===== config.mk =====
export PLATFORM = sky130hd
export DESIGN_NAME = loopback_nch
export DESIGN_NICKNAME = d
export VERILOG_FILES = /design/src/rtl/loopback_nch_pkg.sv /design/src/rtl/loopback_fifo.sv /design/src/rtl/loopback_nch.sv
export SDC_FILE = /design/constraint.sdc
export NUM_CORES = 1
export LEC_CHECK = 0
export CAP_MARGIN = 20
export CORE_ASPECT_RATIO = 1.2
export CORE_UTILIZATION = 50
export DETAILED_ROUTE_END_ITERATION = 6
export PLACE_DENSITY = 0.68
export SYNTH_ARGS = -nofsm -noshare
export SYNTH_HDL_FRONTEND = slang
export SYNTH_SLANG_ARGS = --single-unit

===== constraint.sdc =====
create_clock -name clk_i -period 44.3 [get_ports clk_i]
set_input_delay 13.29 -clock clk_i [delete_from_list [all_inputs] [get_ports clk_i]]
set_output_delay 13.29 -clock clk_i [all_outputs]
set_load 0.02 [all_outputs]

===== src/rtl/loopback_nch_pkg.sv =====
// Shared definitions for the N-channel loopback core.
// Holds the routing mode encodings, the drain FSM encodings and the
// channel routing helpers used by the top level.
package loopback_nch_pkg;

    localparam logic MODE_STRAIGHT = 1'b0;
    localparam logic MODE_ROTATE   = 1'b1;

    typedef enum logic {
        ST_RUN   = 1'b0,
        ST_DRAIN = 1'b1
    } state_t;

    // Destination FIFO index for a byte arriving on source channel s.
    function automatic int dest(input int s, input logic mode, input int channels);
        if (mode == MODE_ROTATE && channels > 1) begin
            return (s + 1) % channels;
        end
        return s;
    endfunction

    // Inverse of dest(): source channel feeding destination FIFO d.
    function automatic int src(input int d, input logic mode, input int channels);
        if (mode == MODE_ROTATE && channels > 1) begin
            return (d + channels - 1) % channels;
        end
        return d;
    endfunction

endpackage


===== src/rtl/loopback_fifo.sv =====
// One-channel synchronous byte FIFO with occupancy output.
// Latency: a write into an empty FIFO shows as !empty on the next cycle.
// Backpressure: writes are ignored while full, reads ignored while empty.
// Ports: clk_i/rst_i (async, active-high); wr_data/wr_en in; rd_data (head),
// rd_en in; full, empty, level (wr - rd) out. All outputs are registered state.
module loopback_fifo #(
    parameter  int DEPTH = 8,
    localparam int LW    = $clog2(DEPTH + 1)
) (
    input  logic          clk_i,
    input  logic          rst_i,
    input  logic [7:0]    wr_data,
    input  logic          wr_en,
    output logic [7:0]    rd_data,
    input  logic          rd_en,
    output logic          full,
    output logic          empty,
    output logic [LW-1:0] level
);

    localparam int AW = $clog2(DEPTH);
    localparam int PW = AW + 1;

    logic [PW-1:0] wr_ptr_q, wr_ptr_d;
    logic [PW-1:0] rd_ptr_q, rd_ptr_d;
    logic [7:0]    mem_q [DEPTH];
    logic [7:0]    mem_d [DEPTH];
    logic          wr_fire;
    logic          rd_fire;

    // Extra pointer MSB distinguishes full from empty when the index bits match.
    assign empty   = (wr_ptr_q == rd_ptr_q);
    assign full    = (wr_ptr_q[AW] != rd_ptr_q[AW]) &&
                     (wr_ptr_q[AW-1:0] == rd_ptr_q[AW-1:0]);
    assign level   = LW'(wr_ptr_q - rd_ptr_q);
    assign rd_data = mem_q[rd_ptr_q[AW-1:0]];

    // Full blocks the write even when a read frees a slot in the same cycle,
    // so the writer's ready never depends on the reader's handshake.
    assign wr_fire = wr_en & ~full;
    assign rd_fire = rd_en & ~empty;

    always_comb begin
        wr_ptr_d = wr_ptr_q;
        rd_ptr_d = rd_ptr_q;
        mem_d    = mem_q;
        if (wr_fire) begin
            mem_d[wr_ptr_q[AW-1:0]] = wr_data;
            wr_ptr_d = wr_ptr_q + PW'(1);
        end
        if (rd_fire) begin
            rd_ptr_d = rd_ptr_q + PW'(1);
        end
    end

    always_ff @(posedge clk_i or posedge rst_i) begin
        if (rst_i) begin
            wr_ptr_q <= '0;
            rd_ptr_q <= '0;
            mem_q    <= '{default: '0};
        end else begin
            wr_ptr_q <= wr_ptr_d;
            rd_ptr_q <= rd_ptr_d;
            mem_q    <= mem_d;
        end
    end

endmodule


===== src/rtl/loopback_nch.sv =====
// N-channel CDC loopback: OUT streams routed straight or rotated into per-channel IN FIFOs.
// Latency: 1 cycle from rx accept to tx_valid_o when the destination FIFO was empty.
// Backpressure: rx_ready_o drops when the destination FIFO is full or while draining for a mode change.
// Ports: clk_i/rst_i (async, active-high); mode_i requested routing, mode_o routing in effect;
// rx_* per-channel byte inputs (8 bits per channel), tx_* per-channel byte outputs;
// level_o per-channel FIFO occupancy, LW bits per channel.
module loopback_nch
    import loopback_nch_pkg::*;
#(
    parameter  int CHANNELS = 7,
    parameter  int DEPTH    = 8,
    localparam int LW       = $clog2(DEPTH + 1)
) (
    input  logic                   clk_i,
    input  logic                   rst_i,
    input  logic                   mode_i,
    output logic                   mode_o,
    input  logic [8*CHANNELS-1:0]  rx_data_i,
    input  logic [CHANNELS-1:0]    rx_valid_i,
    output logic [CHANNELS-1:0]    rx_ready_o,
    output logic [8*CHANNELS-1:0]  tx_data_o,
    output logic [CHANNELS-1:0]    tx_valid_o,
    input  logic [CHANNELS-1:0]    tx_ready_i,
    output logic [LW*CHANNELS-1:0] level_o
);

    state_t state_q, state_d;
    logic   mode_q, mode_d;

    logic [CHANNELS-1:0] fifo_full;
    logic [CHANNELS-1:0] fifo_empty;
    logic [CHANNELS-1:0] fifo_wr_en;
    logic [CHANNELS-1:0] fifo_rd_en;
    logic [7:0]          fifo_wr_dat [CHANNELS];

    assign mode_o = mode_q;

    for (genvar g = 0; g < CHANNELS; g++) begin : g_ch
        // Rotate-mode neighbours are fixed per channel, so routing is a 2:1 mux on mode_q.
        localparam int SRC_ROT = src(g, MODE_ROTATE, CHANNELS);
        localparam int DST_ROT = dest(g, MODE_ROTATE, CHANNELS);

        assign rx_ready_o[g] = (state_q == ST_RUN) &
                               ~((mode_q == MODE_ROTATE) ? fifo_full[DST_ROT] : fifo_full[g]);

        assign fifo_wr_en[g]  = (mode_q == MODE_ROTATE) ?
                                (rx_valid_i[SRC_ROT] & rx_ready_o[SRC_ROT]) :
                                (rx_valid_i[g] & rx_ready_o[g]);
        assign fifo_wr_dat[g] = (mode_q == MODE_ROTATE) ?
                                rx_data_i[8*SRC_ROT +: 8] : rx_data_i[8*g +: 8];

        assign fifo_rd_en[g]  = tx_ready_i[g] & ~fifo_empty[g];
        assign tx_valid_o[g]  = ~fifo_empty[g];

        loopback_fifo #(
            .DEPTH (DEPTH)
        ) u_fifo (
            .clk_i   (clk_i),
            .rst_i   (rst_i),
            .wr_data (fifo_wr_dat[g]),
            .wr_en   (fifo_wr_en[g]),
            .rd_data (tx_data_o[8*g +: 8]),
            .rd_en   (fifo_rd_en[g]),
            .full    (fifo_full[g]),
            .empty   (fifo_empty[g]),
            .level   (level_o[LW*g +: LW])
        );
    end

    // A mode request stops intake; the new mode is latched only once every FIFO
    // is empty so no byte is read out on a channel chosen by the other mode.
    always_comb begin
        state_d = state_q;
        mode_d  = mode_q;
        unique case (state_q)
            ST_RUN: begin
                if (mode_i != mode_q) begin
                    state_d = ST_DRAIN;
                end
            end
            ST_DRAIN: begin
                if (&fifo_empty) begin
                    state_d = ST_RUN;
                    mode_d  = mode_i;
                end
            end
            default: state_d = ST_RUN;
        endcase
    end

    always_ff @(posedge clk_i or posedge rst_i) begin
        if (rst_i) begin
            state_q <= ST_RUN;
            mode_q  <= MODE_STRAIGHT;
        end else begin
            state_q <= state_d;
            mode_q  <= mode_d;
        end
    end

endmodule


==> results of run 1 <==
==> cell type report <==
cell class | count | area (µm²) | share of cell area (%)
flip-flops and latches | 506 | 12700 | 43.9
diodes | 1 | 2.50 | 0.00868
repair buffers | 190 | 1910 | 6.64
multi-input cells | 1108 | 11500 | 39.9
inverters | 50 | 195 | 0.677
well taps | 630 | 788 | 2.73
clock inverters | 17 | 235 | 0.816
clock buffers | 75 | 1530 | 5.30
==> flip-flops by register name, indices dropped and copies added, names as in the netlist <==
signal,cells
g_ch.u_fifo.rd_ptr_q,28
g_ch.u_fifo.wr_ptr_q,28
mode_o,1
state_q,1
g_ch.u_fifo.mem_q,448
==> power breakdown <==
group	switching [W]	internal, W	total (W)
combinational	0.000223	0.000185	0.000408
clock	0.000181	0.000273	0.000454
sequential	0.0000503	0.000488	0.000538
total	0.000455	0.000946	0.00140
==> worst reg2reg max path: stages, from the launching register on <==
cell                       delay [ns]
sky130_fd_sc_hd__dfrtp_1         0.66
sky130_fd_sc_hd__clkinv_1        0.47
sky130_fd_sc_hd__ha_1            0.47
sky130_fd_sc_hd__and3_1          0.30
sky130_fd_sc_hd__a211oi_2        0.60
sky130_fd_sc_hd__and4_1          0.73
sky130_fd_sc_hd__mux2_2          0.41
==> Yosys cell counts <==
library cell and count:
sky130_fd_sc_hd__clkbuf_1 45, sky130_fd_sc_hd__a211oi_2 5, sky130_fd_sc_hd__mux4_2 112, sky130_fd_sc_hd__a21o_1 9
sky130_fd_sc_hd__and4_1 7, sky130_fd_sc_hd__buf_6 1, sky130_fd_sc_hd__mux2i_1 6, sky130_fd_sc_hd__mux2_2 512
sky130_fd_sc_hd__buf_4 7, sky130_fd_sc_hd__nand3_2 20, sky130_fd_sc_hd__nor2_1 23, sky130_fd_sc_hd__mux2i_2 1
sky130_fd_sc_hd__xnor2_1 56, sky130_fd_sc_hd__nor4_1 1, sky130_fd_sc_hd__fa_1 7, sky130_fd_sc_hd__xor2_1 15
sky130_fd_sc_hd__dfrtp_1 506, sky130_fd_sc_hd__o21ai_0 7, sky130_fd_sc_hd__clkinv_1 7, sky130_fd_sc_hd__nand4_1 3
sky130_fd_sc_hd__inv_1 43, sky130_fd_sc_hd__nor2b_1 5, sky130_fd_sc_hd__nand2_2 6, sky130_fd_sc_hd__and3_1 14
sky130_fd_sc_hd__buf_1 1, sky130_fd_sc_hd__a211oi_4 2, sky130_fd_sc_hd__a311oi_1 4, sky130_fd_sc_hd__a21oi_1 11
sky130_fd_sc_hd__a2111oi_4 7, sky130_fd_sc_hd__buf_2 14, sky130_fd_sc_hd__ha_1 35, sky130_fd_sc_hd__nand3_1 23
sky130_fd_sc_hd__nand2_1 217
==> cells by family after synthesis <==
| group | after synthesis | share of synthesized area (%) |
|---|---|---|
| AND/OR/NAND/NOR | 319 | 5.91 |
| flip-flops | 506 | 51.3 |
| AO/OA/AOI/OAI | 45 | 1.98 |
| XOR/XNOR | 71 | 2.52 |
| multiplexers | 631 | 33.9 |
| adder cells (fa/ha/maj) | 42 | 2.34 |
| buffers and inverters | 118 | 2.00 |
==> layer usage <==
| metal | vias to the layer above | part of all wire (%) | track usage [%] |
|---|---|---|---|
| met3 | 91 | 4.4 | 2.98 |
| li1 | 6609 | - | - |
| met5 | - | 0 | 0 |
| met4 | 0 | 2.6 | 7.86 |
| met1 | 7964 | 44 | 35.2 |
| met2 | 374 | 49 | 41.7 |
==> stage by stage <==
stage / std cells / util, % / worst slack (ns) / hold slack, ns
floorplan: 1732 / - / 16.88 / 0.474
detailed placement: 2481 / 55.8 / 27.02 / 0.487
finish: 2577 / 59.7 / 27.28 / 0.497
CTS: 2573 / 59.5 / 27.23 / 0.500
global route: 2576 / 59.7 / 27.15 / 0.507
global placement: 2481 / 55.8 / 27.12 / 0.481
==> worst paths after layout <==
kind,to,from
setup / recovery,rx_ready_o[5],g_ch[5].u_fifo.rd_ptr_q[2]$_DFFE_PP0P_
hold / removal,g_ch[5].u_fifo.mem_q[22]$_DFFE_PP0P_,g_ch[5].u_fifo.mem_q[22]$_DFFE_PP0P_
setup reg to reg,g_ch[5].u_fifo.mem_q[6]$_DFFE_PP0P_,g_ch[5].u_fifo.rd_ptr_q[2]$_DFFE_PP0P_
hold reg to reg,g_ch[5].u_fifo.mem_q[22]$_DFFE_PP0P_,g_ch[5].u_fifo.mem_q[22]$_DFFE_PP0P_
max in group asynchronous,g_ch[5].u_fifo.mem_q[58]$_DFFE_PP0P_,rst_i
min in group asynchronous,g_ch[4].u_fifo.mem_q[19]$_DFFE_PP0P_,rst_i
==> results.json, run 1 <==
{
  "outcome": "finished, final reports clean",
  "yosys.cell_types.count": 33,
  "layout_nets": 2022,
  "setup_total_negative_slack_ns": 0,
  "critPathKind": "flip-flop to output pin",
  "clock-skew-final_ns": 0.0136,
  "worstHoldPathCells": 1,
  "post-layout-total-power_w": 0.00140,
  "power.static_leakage_nw": 13.8,
  "ctsRootBufferMaster": "sky130_fd_sc_hd__clkbuf_16",
  "critPathMaxStageDelay_ns": 0.66,
  "worstRegToRegCells": 6,
  "critical_path.startpoint_type": "flip-flop",
  "drc_errors": 0,
  "synth_area_leader_cell": "sky130_fd_sc_hd__dfrtp_1",
  "syn_nets": 1847,
  "worst_setup_hold_path_clk_slew_ns": 0.06,
  "power.density_cell_area_mw_per_mm2": 48.5,
  "fillerInstances": 3789,
  "critPathSlowestCell": "sky130_fd_sc_hd__dfrtp_1",
  "synthesis_stage_register_bit_count": 506,
  "worst-path-buf-inv": 2,
  "cts.htree.levels": 2,
  "numCtsBuffers": 51,
  "dp_hpwl_um": 42600,
  "detail_route.first_pass.iterations": 5,
  "critPathCaptureType": "output pin",
  "detail-route-antenna-nets": 0,
  "worst_pin_slew_ns": 1.05,
  "finish.instance_area_mm2": 0.0288,
  "grt_first_pass_wirelength_um": 95400,
  "detail_route.iter0.violations": 762,
  "path_cells": "clkinv_1 -> ha_1 -> and3_1 -> nand2_1 -> nor2_1 -> a311oi_1 -> clkdlybuf4s50_1",
  "post_synth.cell_area_avg_um2": 14.2,
  "core_area_mm2": 0.0483,
  "fmax_mhz": 58.7,
  "number_of_global_route_vias_before_repair": 15800,
  "synthesis.instances": 1732,
  "crit_path_max_fanout": 11,
  "setup_viol": 0,
  "drive_gt1_share_pct": 39.5,
  "critPathArrivalTime_ns": 3.73,
  "cts_sink_cnt": 506,
  "gr-total-overflow": 0,
  "die_height_um": 245,
  "mostFrequentLayoutCell": "sky130_fd_sc_hd__mux2_2",
  "dieArea_mm2": 0.0502,
  "vias": 15000,
  "buffer_ports.inserted": 171,
  "synth_warnings": 0,
  "placed_area_mm2": 0.0270,
  "clock_path_buffers": 3,
  "std_cell_rows": 88,
  "cts.hold.buffers_added": 0,
  "detail_route.wl_per_cell_um": 23.9,
  "io-pin-count": 172,
  "synth-seq-area-share_pct": 51.3,
  "ys_top_cells_by_area": "sky130_fd_sc_hd__dfrtp_1 (51%), sky130_fd_sc_hd__mux2_2 (23%), sky130_fd_sc_hd__mux4_2 (10%)",
  "final_period_minus_worst_setup_slack_ns": 17.02,
  "maxSlewHeadroom_pct": 30.3,
  "layout_common_cells": "sky130_fd_sc_hd__mux2_2 (512), sky130_fd_sc_hd__dfrtp_1 (504), sky130_fd_sc_hd__nand2_1 (217)",
  "grt_antenna_before_repair": 1,
  "syn2layout_area_growth_pct": 16.9,
  "timing.critical_path.required_ns": 31.01,
  "irDropWorstVdd_v": 0.0000267,
  "detail_route.vias_per_cell": 5.84,
  "cts.repair_timing.setup_buffer_count": 0,
  "total_track_usage_pct": 25.3,
  "place_congestion": 0.813,
  "tritoncts_clock_tree": "built",
  "floorplan.initialDensity_pct": 51.0,
  "critical_path_cell_count": 7,
  "rrSetupSlack_ns": 40.53,
  "grt_start_max_net_pins": 120,
  "hold_path.class": "flip-flop to flip-flop",
  "post_cts.resized_instances": 0,
  "final_min_period_over_clock_period_pct": 38.4,
  "finalWirelength_um": 61700,
  "slew_limit_fails": 0,
  "report.final.hold_viol_count": 0,
  "cpLargestDelayFamily": "buffers and inverters",
  "grt_setup_unrepaired": "false",
  "synth.top_cell.area_share_pct": 51.3,
  "die_width_um": 205,
  "post_synthesis_cell_area_mm2": 0.0247,
  "clock_insertion_delay_worst_skew_ns": 0.59,
  "maxCapViolations": 0
}
(Power assumes the default switching activity.)
==> run 2: changes to the inputs <==
--- a/config.mk
+++ b/config.mk
@@ -9,7 +9,7 @@
 export CORE_ASPECT_RATIO = 1.2
 export CORE_UTILIZATION = 50
 export DETAILED_ROUTE_END_ITERATION = 6
-export PLACE_DENSITY = 0.68
+export PLACE_DENSITY = 0.71
 export SYNTH_ARGS = -nofsm -noshare
 export SYNTH_HDL_FRONTEND = slang
 export SYNTH_SLANG_ARGS = --single-unit
==> constraint.sdc (replaced) <==
create_clock -name clk_i -period 15.4 [get_ports clk_i]
set_input_delay 4.62 -clock clk_i [delete_from_list [all_inputs] [get_ports clk_i]]
set_output_delay 4.62 -clock clk_i [all_outputs]
set_load 0.02 [all_outputs]
==> run 2 against run 1 <==
Net effect: global-route usage shrank 0.23 points; sequential share of layout area grew 0.26 points; core utilization is 0.36 points lower; worst setup slack got worse by 20 ns; power grew to 2.8 times the previous value; clock skew shrank 0.00066 ns; critical path type unchanged; critical endpoint unchanged; largest power group unchanged.
==> results.json, run 2 (synthesis results as in run 1) <==
{
  "outcome": "finished, final reports clean",
  "timing.hold.ws_ns": 0.499,
  "mostFrequentLayoutCell": "sky130_fd_sc_hd__mux2_2",
  "total_track_usage_pct": 25.1,
  "grt_setup_unrepaired": "false",
  "cts.repair_timing.setup_buffer_count": 0,
  "clock_insertion_delay_worst_skew_ns": 0.59,
  "vias": 14800,
  "crit_path_max_fanout": 20,
  "ctsRootBufferMaster": "sky130_fd_sc_hd__clkbuf_16",
  "io-pin-count": 172,
  "detail_route.iter0.violations": 775,
  "finalWirelength_um": 60700,
  "critical_path.startpoint_type": "flip-flop",
  "dp_hpwl_um": 42500,
  "post-layout-total-power_w": 0.00394,
  "slew_limit_fails": 0,
  "final_period_minus_worst_setup_slack_ns": 8.13,
  "dr_wl_met3_um": 2490,
  "critPathCaptureType": "output pin",
  "dp_cells": 2479,
  "reg_top3": "g_ch.u_fifo.mem_q: 448 flops, g_ch.u_fifo.rd_ptr_q: 28 flops, g_ch.u_fifo.wr_ptr_q: 28 flops",
  "placed_area_mm2": 0.0270,
  "detail_route.vias_per_cell": 5.77,
  "setup_viol": 0,
  "cts.htree.levels": 2,
  "detail-route-antenna-nets": 0,
  "grt_antenna_before_repair": 5,
  "met2_wirelength_um": 30400,
  "critPathArrivalTime_ns": 3.51,
  "post_layout_nonfiller_instances": 2573,
  "detail_route.wl_per_cell_um": 23.6,
  "timing.critical_path.required_ns": 10.78,
  "floorplan.initialDensity_pct": 51.0,
  "fillerInstances": 3788,
  "cts_sink_cnt": 506,
  "number_of_flip_flops_under_the_largest_register_name": 448,
  "gr-total-overflow": 0,
  "irDropWorstVdd_v": 0.000102,
  "top_layer": "met5",
  "number_of_global_route_vias_before_repair": 16100,
  "tritoncts_clock_tree": "built",
  "power.static_leakage_nw": 13.7,
  "drive_gt1_share_pct": 39.2,
  "grt_first_pass_wirelength_um": 94800,
  "numCtsBuffers": 51,
  "die_width_um": 205,
  "largest_register": "g_ch.u_fifo.mem_q",
  "maxCapViolations": 0,
  "layout_common_cells": "sky130_fd_sc_hd__mux2_2 (512), sky130_fd_sc_hd__dfrtp_1 (504), sky130_fd_sc_hd__nand2_1 (217)",
  "setup_total_negative_slack_ns": 0,
  "std_cell_rows": 88,
  "place_congestion": 0.815,
  "die_height_um": 245,
  "drc_errors": 0,
  "cts.hold.buffers_added": 0,
  "met1_wirelength_um": 26600,
  "grt_start_max_net_pins": 193,
  "final_min_period_over_clock_period_pct": 52.8,
  "detail_route.first_pass.iterations": 5,
  "clock-skew-final_ns": 0.0130,
  "dieArea_mm2": 0.0502,
  "layout_nets": 2017,
  "maxSlewHeadroom_pct": 29.8,
  "fmax_mhz": 123,
  "worst_setup_hold_path_clk_slew_ns": 0.06,
  "syn2layout_area_growth_pct": 16.2,
  "report.final.hold_viol_count": 0,
  "hold_path.class": "flip-flop to flip-flop",
  "post_cts.resized_instances": 0,
  "critPathKind": "flip-flop to output pin",
  "buffer_ports.inserted": 171,
  "clock_path_buffers": 3,
  "power.density_cell_area_mw_per_mm2": 137,
  "finish.instance_area_mm2": 0.0287,
  "core_area_mm2": 0.0483,
  "worst_pin_slew_ns": 1.05
}
run 2: cell types whose count changed in the layout (fill, tap and decap cells not counted), sizes merged:
cell	delta
buf	-5
bufinv	-5
clkbuf	+8
clkinv	-5
clkinvlp	+3
diode	+1
inv	-1
run 2: worst paths after layout:
check                      cells after the start  slack (ns)                                    to                              startpoint
setup / recovery                               6        7.27                         rx_ready_o[5]  g_ch[5].u_fifo.rd_ptr_q[0]$_DFFE_PP0P_
hold / removal                                 1        0.50  g_ch[2].u_fifo.mem_q[39]$_DFFE_PP0P_    g_ch[2].u_fifo.mem_q[39]$_DFFE_PP0P_
setup reg to reg                               5       11.72   g_ch[5].u_fifo.mem_q[5]$_DFFE_PP0P_                      mode_o$_DFFE_PP0P_
hold reg to reg                                1        0.50  g_ch[2].u_fifo.mem_q[39]$_DFFE_PP0P_    g_ch[2].u_fifo.mem_q[39]$_DFFE_PP0P_
max in group asynchronous                      4        8.48   g_ch[6].u_fifo.mem_q[1]$_DFFE_PP0P_                                   rst_i
min in group asynchronous                      2        4.52  g_ch[4].u_fifo.mem_q[15]$_DFFE_PP0P_                                   rst_i
run 2: per-layer routing:
metal	vias up	track usage, %
met5	-	0
met4	6	6.21
met3	83	4.06
met2	306	42.3
met1	7830	33.9
li1	6609	-
run 2: stage by stage:
step           setup WS, ns  util, %
6_report               7.27     59.3
5_1_grt                7.09     59.3
4_1_cts                7.22     59.3
3_5_place_dp           7.80     55.8
3_3_place_gp           7.86     55.8
2_1_floorplan          3.91        -
run 2: layout make-up:
class | instances | area (µm²) | area share (%)
flip-flops and latches | 506 | 12700 | 44.2
multi-input cells | 1108 | 11500 | 40.1
repair buffers | 185 | 1830 | 6.38
clock buffers | 83 | 1600 | 5.58
well taps | 630 | 788 | 2.75
inverters | 50 | 191 | 0.668
clock inverters | 9 | 78.8 | 0.275
diodes | 2 | 5.00 | 0.0175
run 2: power breakdown:
part,total (W),internal [W],switching (W)
Combinational,0.00114,0.000527,0.000609
Sequential,0.00157,0.00140,0.000168
Clock,0.00123,0.000723,0.000511
run 2: critical path: stages (launching register included):
cell and delay [ns]:
sky130_fd_sc_hd__dfrtp_1 1.03, sky130_fd_sc_hd__ha_1 0.39, sky130_fd_sc_hd__and3_1 0.31, sky130_fd_sc_hd__nand2_1 0.19, sky130_fd_sc_hd__nor2_1 0.06, sky130_fd_sc_hd__a311oi_1 0.28
sky130_fd_sc_hd__clkdlybuf4s50_1 0.66
